$ cat src/rtl/display_bbox_scaler.sv
// display_bbox_scaler: collects one inference's box set in model coordinates.
// On a frame boundary it scales, clamps and orders the boxes into frame
// coordinates and emits exactly MAX_BBOX box words, one word per overlay slot.
// Optional feature macro: BBOX_MIN_SIZE_FILTER_EN (blanks boxes that are
// narrower or shorter than MIN_BBOX_SIZE after clamping).
// Handshake: a beat transfers on every rising clk edge where det_valid and
// det_ready are both high. det_ready is high only in IDLE and not in reset.
module display_bbox_scaler #(
  parameter int FRAME_WIDTH   = 640,
  parameter int FRAME_HEIGHT  = 480,
  parameter int MAX_BBOX      = 5,
  parameter int X_SCALE       = 1707,
  parameter int Y_SCALE       = 1280,
  parameter int MIN_BBOX_SIZE = 4
) (
  input  logic        clk,
  input  logic        rst,
  input  logic [63:0] det_data,
  input  logic        det_valid,
  input  logic        det_last,
  output logic        det_ready,
  input  logic        frame_sync,
  output logic [63:0] bbox_data_out,
  output logic        bbox_data_out_valid,
  output logic        overflow,
  output logic        dbg_state_o
);

  localparam int CW = $clog2(MAX_BBOX + 1);
  localparam int EW = $clog2(MAX_BBOX + 3);
  localparam logic [CW-1:0] MAX_C   = CW'(MAX_BBOX);
  localparam logic [EW-1:0] ISSUE_N = EW'(MAX_BBOX);
  localparam logic [EW-1:0] LAST_E  = EW'(MAX_BBOX + 2);
  localparam logic [31:0]   XS      = 32'(X_SCALE);
  localparam logic [31:0]   YS      = 32'(Y_SCALE);
  localparam logic [15:0]   XMAX    = 16'(FRAME_WIDTH - 1);
  localparam logic [15:0]   YMAX    = 16'(FRAME_HEIGHT - 1);
`ifdef BBOX_MIN_SIZE_FILTER_EN
  localparam logic [15:0]   MIN_SZ  = 16'(MIN_BBOX_SIZE);
`else
  localparam int min_size_unused = MIN_BBOX_SIZE;
`endif

  typedef enum logic {IDLE = 1'b0, EMIT = 1'b1} state_t;

  state_t        state_q, state_d;
  logic [EW-1:0] emit_cnt_q, emit_cnt_d;
  logic          pending_q, pending_d;
  logic [CW-1:0] c_cnt_q, d_cnt_q;
  logic [63:0]   coll_q [MAX_BBOX];
  logic [63:0]   disp_q [MAX_BBOX];
  logic          accept, is_empty, store, drop, commit, start, issue;
  logic [63:0]   rd_word;
  logic          s1_v_q, s1_blank_q;
  logic [31:0]   s1_px0_q, s1_py0_q, s1_px1_q, s1_py1_q;
  logic          s2_v_q;
  logic [63:0]   s2_data_q, s2_word;
  logic [15:0]   sx0, sy0, sx1, sy1, cx0, cy0, cx1, cy1, lx, ly, hx, hy;

  assign det_ready   = (state_q == IDLE) & ~rst;
  assign dbg_state_o = state_q;

  // Beat classification: store, drop on full buffer, commit on last beat.
  always_comb begin
    accept   = det_valid & det_ready;
    is_empty = (det_data == '1);
    store    = accept & ~is_empty & (c_cnt_q < MAX_C);
    drop     = accept & ~is_empty & (c_cnt_q == MAX_C);
    commit   = accept & det_last;
    start    = (state_q == IDLE) & frame_sync & (pending_q | commit);
    issue    = (state_q == EMIT) & (emit_cnt_q < ISSUE_N);
  end

  // Next-state logic: EMIT runs until the last word has left the output register.
  always_comb begin
    state_d    = state_q;
    emit_cnt_d = emit_cnt_q;
    pending_d  = pending_q;
    case (state_q)
      IDLE: begin
        if (start) begin
          state_d    = EMIT;
          emit_cnt_d = '0;
          pending_d  = 1'b0;
        end else if (commit) begin
          pending_d = 1'b1;
        end
      end
      EMIT: begin
        if (emit_cnt_q == LAST_E) state_d = IDLE;
        else emit_cnt_d = emit_cnt_q + EW'(1);
      end
      default: state_d = IDLE;
    endcase
  end

  // FSM state register.
  always_ff @(posedge clk) begin
    if (rst) begin
      state_q    <= IDLE;
      emit_cnt_q <= '0;
      pending_q  <= 1'b0;
    end else begin
      state_q    <= state_d;
      emit_cnt_q <= emit_cnt_d;
      pending_q  <= pending_d;
    end
  end

  // Counts and sticky overflow; a commit hands the collected count to display.
  always_ff @(posedge clk) begin
    if (rst) begin
      c_cnt_q  <= '0;
      d_cnt_q  <= '0;
      overflow <= 1'b0;
    end else begin
      if (drop) overflow <= 1'b1;
      if (commit) begin
        d_cnt_q <= c_cnt_q + CW'(store);
        c_cnt_q <= '0;
      end else if (store) begin
        c_cnt_q <= c_cnt_q + CW'(1);
      end
    end
  end

  // Buffer storage; the committing beat's box goes straight into display too.
  always_ff @(posedge clk) begin
    for (int i = 0; i < MAX_BBOX; i++) begin
      if (store && c_cnt_q == CW'(i)) coll_q[i] <= det_data;
      if (commit) disp_q[i] <= (store && c_cnt_q == CW'(i)) ? det_data : coll_q[i];
    end
  end

  // Display buffer read mux for the emission index.
  always_comb begin
    rd_word = '0;
    for (int i = 0; i < MAX_BBOX; i++) begin
      if (emit_cnt_q == EW'(i)) rd_word = disp_q[i];
    end
  end

  // Stage 1: scale products and blank flag for slots past the committed count.
  always_ff @(posedge clk) begin
    if (rst) begin
      s1_v_q     <= 1'b0;
      s1_blank_q <= 1'b0;
      s1_px0_q   <= '0;
      s1_py0_q   <= '0;
      s1_px1_q   <= '0;
      s1_py1_q   <= '0;
    end else begin
      s1_v_q     <= issue;
      s1_blank_q <= (emit_cnt_q >= EW'(d_cnt_q));
      s1_px0_q   <= 32'(rd_word[63:48]) * XS;
      s1_py0_q   <= 32'(rd_word[47:32]) * YS;
      s1_px1_q   <= 32'(rd_word[31:16]) * XS;
      s1_py1_q   <= 32'(rd_word[15:0])  * YS;
    end
  end

  // Stage 2 combinational: drop fraction, clamp to frame, order corners.
  always_comb begin
    sx0 = 16'(s1_px0_q >> 8);
    sy0 = 16'(s1_py0_q >> 8);
    sx1 = 16'(s1_px1_q >> 8);
    sy1 = 16'(s1_py1_q >> 8);
    cx0 = (sx0 > XMAX) ? XMAX : sx0;
    cy0 = (sy0 > YMAX) ? YMAX : sy0;
    cx1 = (sx1 > XMAX) ? XMAX : sx1;
    cy1 = (sy1 > YMAX) ? YMAX : sy1;
    lx  = (cx0 > cx1) ? cx1 : cx0;
    hx  = (cx0 > cx1) ? cx0 : cx1;
    ly  = (cy0 > cy1) ? cy1 : cy0;
    hy  = (cy0 > cy1) ? cy0 : cy1;
    s2_word = {lx, ly, hx, hy};
`ifdef BBOX_MIN_SIZE_FILTER_EN
    if (((hx - lx) < MIN_SZ) || ((hy - ly) < MIN_SZ)) s2_word = '1;
`endif
    if (s1_blank_q) s2_word = '1;
  end

  // Stage 2 register.
  always_ff @(posedge clk) begin
    if (rst) begin
      s2_v_q    <= 1'b0;
      s2_data_q <= '0;
    end else begin
      s2_v_q    <= s1_v_q;
      s2_data_q <= s2_word;
    end
  end

  // Output register: data holds its last value between emissions.
  always_ff @(posedge clk) begin
    if (rst) begin
      bbox_data_out       <= '0;
      bbox_data_out_valid <= 1'b0;
    end else begin
      bbox_data_out_valid <= s2_v_q;
      if (s2_v_q) bbox_data_out <= s2_data_q;
    end
  end

endmodule

$ cat config.mk
export PLATFORM = sky130hd
export DESIGN_NAME = display_bbox_scaler
export DESIGN_NICKNAME = d
export VERILOG_FILES = /design/src/rtl/display_bbox_scaler.sv
export SDC_FILE = /design/constraint.sdc
export NUM_CORES = 1
export LEC_CHECK = 0
export ABC_AREA = 0
export BUFFER_PORTS_ARGS = -buffer_cell sky130_fd_sc_hd__buf_2
export CAP_MARGIN = 20
export CORE_ASPECT_RATIO = 0.5
export CORE_MARGIN = 8
export CORE_UTILIZATION = 55
export CTS_CLUSTER_DIAMETER = 200
export DETAILED_ROUTE_END_ITERATION = 12
export HOLD_SLACK_MARGIN = 0.03
export PLACE_DENSITY = 0.86
export SETUP_SLACK_MARGIN = 0.02
export SLEW_MARGIN = 30
export SYNTH_ARGS = -nofsm -noshare
export SYNTH_HDL_FRONTEND = slang
export SYNTH_SLANG_ARGS = --single-unit
$ cat constraint.sdc
create_clock -name clk -period 11.8 [get_ports clk]
set_input_delay 1.18 -clock clk [delete_from_list [all_inputs] [get_ports clk]]
set_output_delay 1.18 -clock clk [all_outputs]
set_load 0.02 [all_outputs]
==> impl_metrics.ini <==
[run_status]
status = completed

[floorplanning]
io_pins = 137
core_um2 = 67300
rows = 67
die_w_um = 386
dieArea_um2 = 77600
initial_core_util_pct = 55.9
die_h_um = 201

[route]
drt-vias-per-instance = 5.81
vias = 23959
route.detailed.drc = 0
ant_nets = 0
first_pass_iters = 6
first_iter_violations = 2216
detail_route.wl_per_cell_um = 21.1
totalWireLength_um = 87200

[power]
peakVddDrop_mv = 0.190
power_uw = 10100
power_leakage_uw = 0.0174
pwr-share-clk_pct = 24.3
p_int_uw = 6620
p_comb_share_pct = 38.8
power_density_nw_per_um2 = 241
seqPwrFrac_pct = 36.9
power.switching_uw = 3430
p_sw_share_pct = 34.1

[placement]
gp_congestion = 0.925
dpl.cell_count = 3978
numPortBuffers = 136
hpwlAfterDp_um = 57000
place_ws_ns = 3.98

[worst_setup_path]
path_buf_inv = 4
path_common_cell = fa_1
required_ns = 12.26
path_cells = inv_1 -> ha_1 -> nor2b_4 -> buf_4 -> a221oi_1 -> nor3_1 -> a21oi_1 -> o21ai_0 -> ha_1 -> fa_1 -> fa_1 -> inv_1 -> fa_1 -> inv_1 -> fa_1 -> ha_1 -> a21o_1 -> a21o_1 -> a21o_1 -> or3_1 -> o21a_1 -> a311oi_1 -> a2111oi_2
startpoint_type = register
worst-path-max-fanout = 31
cp_slowest_stage_delay_ns = 0.91
r2r_end = s1_px1_q[22]
arrival_ns = 8.50
path_class = reg2reg
timing.rr.start = emit_cnt_q[1]
critPathSlowestCell = nor2b_4
cp.depth = 23
cp-startpoint = emit_cnt_q[1]
ff2ff_path_depth = 23
cpLargestDelayFamily = adder cells
endpoint_kind = register
timing.critical_path.to = s1_px1_q[22]
r2r_slack_ns = 3.76

[synthesis]
syn_area_per_cell_um2 = 12.4
ys_seq_elements = 848
syn-cell-area_um2 = 37600
synthArstFlopShare_pct = 0
synth-edff-count = 320
yosysSeqAreaShare_pct = 53.6
synthCells = 3030
synth_ff_type = dfxtp_1
ys_warn_count = 0
ys_types = 80

[grt]
grt_overflow = 0
antenna_found_initial = 18
grt_usage_pct = 21.8
grt_pass1_vias = 24367
grt_max_degree = 93
grt_pass1_wl_um = 135000

[clocking]
postCtsHoldBufs = 0
root_buffer = clkbuf_16
clockBufferDepth = 3
postCtsSetupBuffers = 0
cts_tree = built
path_clk_slew_ns = 0.07
clk_latency_ns = 0.65
cts_htree_levels = 3
cts_sinks = 848
cts_resized = 0
cts_buffers = 74

[timing]
setup_violations = 0
min_period_over_period_pct = 68.1
finalHoldWorstSlack_ns = 0.448
worst_pin_slew_ns = 1.02
tns_ns = 0
fin_crit_ns = 8.04
timing.final.ws_setup_ns = 3.76
hold_viol = 0
fmax_mhz = 124
final.setup_skew_ns = 0.0511
slew_headroom_pct = 31.6
slew_viol_final = 0
rsz0062_at_grt = false

[final_layout]
fin_nets = 3596
drive_gt1_share_pct = 16.1
layoutNonFillerInstCount = 4127
fill_cells = 4733
syn_to_final_growth_pct = 10.9

[job]
maxCapViolCount = 0

[hold_path]
worstHoldPathType = reg2reg
hp-start = s2_data_q[7]
-- synthesized netlist by cell type, drive strengths merged, types with 5 or more instances --
library cell | n | area (um2)
or2 | 16 | 100
nor3 | 121 | 656
nand4 | 30 | 188
fa | 120 | 2400
nand3b | 5 | 50.1
nand2 | 108 | 418
xor2 | 19 | 166
or3 | 22 | 138
o211ai | 5 | 42.5
nor3b | 10 | 80.1
and2 | 9 | 56.3
o21ai | 100 | 500
ha | 250 | 3130
o311a | 7 | 70.1
mux2 | 327 | 3680
nor2b | 22 | 138
a211oi | 6 | 45.0
a2111oi | 13 | 126
a221oi | 61 | 541
edfxtp | 320 | 9610
nor4 | 15 | 100
dfxtp | 528 | 10600
nand3 | 17 | 90.1
xnor2 | 32 | 280
a21o | 29 | 218
o21a | 14 | 105
buf | 75 | 413
o31ai | 7 | 57.6
a311oi | 11 | 103
mux2i | 68 | 681
and3 | 11 | 68.8
nor2 | 218 | 821
a21oi | 118 | 598
clkbuf | 63 | 236
a31oi | 5 | 46.3
inv | 207 | 777
-- worst register-to-register path, delay by kind of cell (launching register included) --
kind / cells / cell delay [ns]
compound gates: 9 / 2.22
fa+ha+maj: 7 / 3.07
buf+inv: 4 / 0.76
flops: 1 / 0.37
simple gates: 3 / 1.44
-- state kept, by name, summed over array words and instances (netlist names), 16 cells and up --
signal         count
s2_data_q         64
disp_q           320
s1_px0_q          16
coll_q           320
bbox_data_out     64
s1_px1_q          16
s1_py0_q          16
s1_py1_q          16
-- area by class of cell --
class                      instances  area, um2  share of cell area (%)
antenna                           11       27.5                  0.0659
timing repair buffer             165        932                    2.23
sequential                       848      20200                    48.4
tap                              897       1120                    2.69
clock inverter                    31        359                   0.860
multi-input combinational       1860      16200                    38.9
inverter                         208        781                    1.87
clock buffer                     107       2100                    5.02
-- power by group through the flow --
stage | clock (uW) | sequential (uW) | combinational, uW
2_1_floorplan | 0 | 3720 | 3020
3_3_place_gp | 0 | 3740 | 3680
3_5_place_dp | 0 | 3770 | 3850
4_1_cts | 2460 | 3710 | 3900
5_1_grt | 2580 | 3740 | 4400
6_report | 2440 | 3710 | 3900
-- worst min path at each step --
stage / to / slack (ns) / cells past startpoint
floorplan: s2_v_q / 0.41 / 1
global placement: s2_v_q / 0.42 / 1
detailed placement: s2_v_q / 0.44 / 1
CTS: bbox_data_out[7] / 0.45 / 2
global route: s2_v_q / 0.48 / 1
finish: bbox_data_out[7] / 0.45 / 2
-- cell usage in the layout, fill, tap and decap left out, types with 68 or more instances in the layout --
cell / Yosys / layout
mux2_2: 183 / 183
dfxtp_1: 528 / 526
a21oi_1: 116 / 116
clkbuf_16: 0 / 74
mux2i_1: 68 / 68
nand2_1: 103 / 102
nor2_1: 217 / 217
inv_1: 206 / 206
edfxtp_1: 320 / 320
o21ai_0: 82 / 73
fa_1: 120 / 120
buf_2: 30 / 135
nor3_1: 111 / 110
mux2_1: 144 / 144
ha_1: 250 / 249
-- per-layer routing --
layer,up-vias,GRT usage (%),part of all wire (%),wire length [um]
met5,-,0,0.095,83
met4,12,7.22,2.8,2480
met3,193,5.41,8.3,7260
met2,982,35.4,47,41000
met1,11736,28.5,42,36400
li1,11036,-,-,-
-- kinds of logic after synthesis --
| kind of cell | synth area share, % |
|---|---|
| buffers and inverters | 3.80 |
| AND/OR/NAND/NOR | 7.94 |
| other | 0.0199 |
| multiplexers | 11.6 |
| adder cells (fa/ha/maj) | 14.7 |
| AO/OA/AOI/OAI | 7.18 |
| XOR/XNOR | 1.19 |
| flip-flops | 53.6 |
-- through the flow --
step / cell area, um2 / util [%]
2_1_floorplan: 37700 / -
6_report: 41700 / 62.0
5_1_grt: 41700 / 62.0
3_3_place_gp: 39200 / 58.2
4_1_cts: 41700 / 62.0
3_5_place_dp: 39300 / 58.3
(Power assumes the default switching activity.)
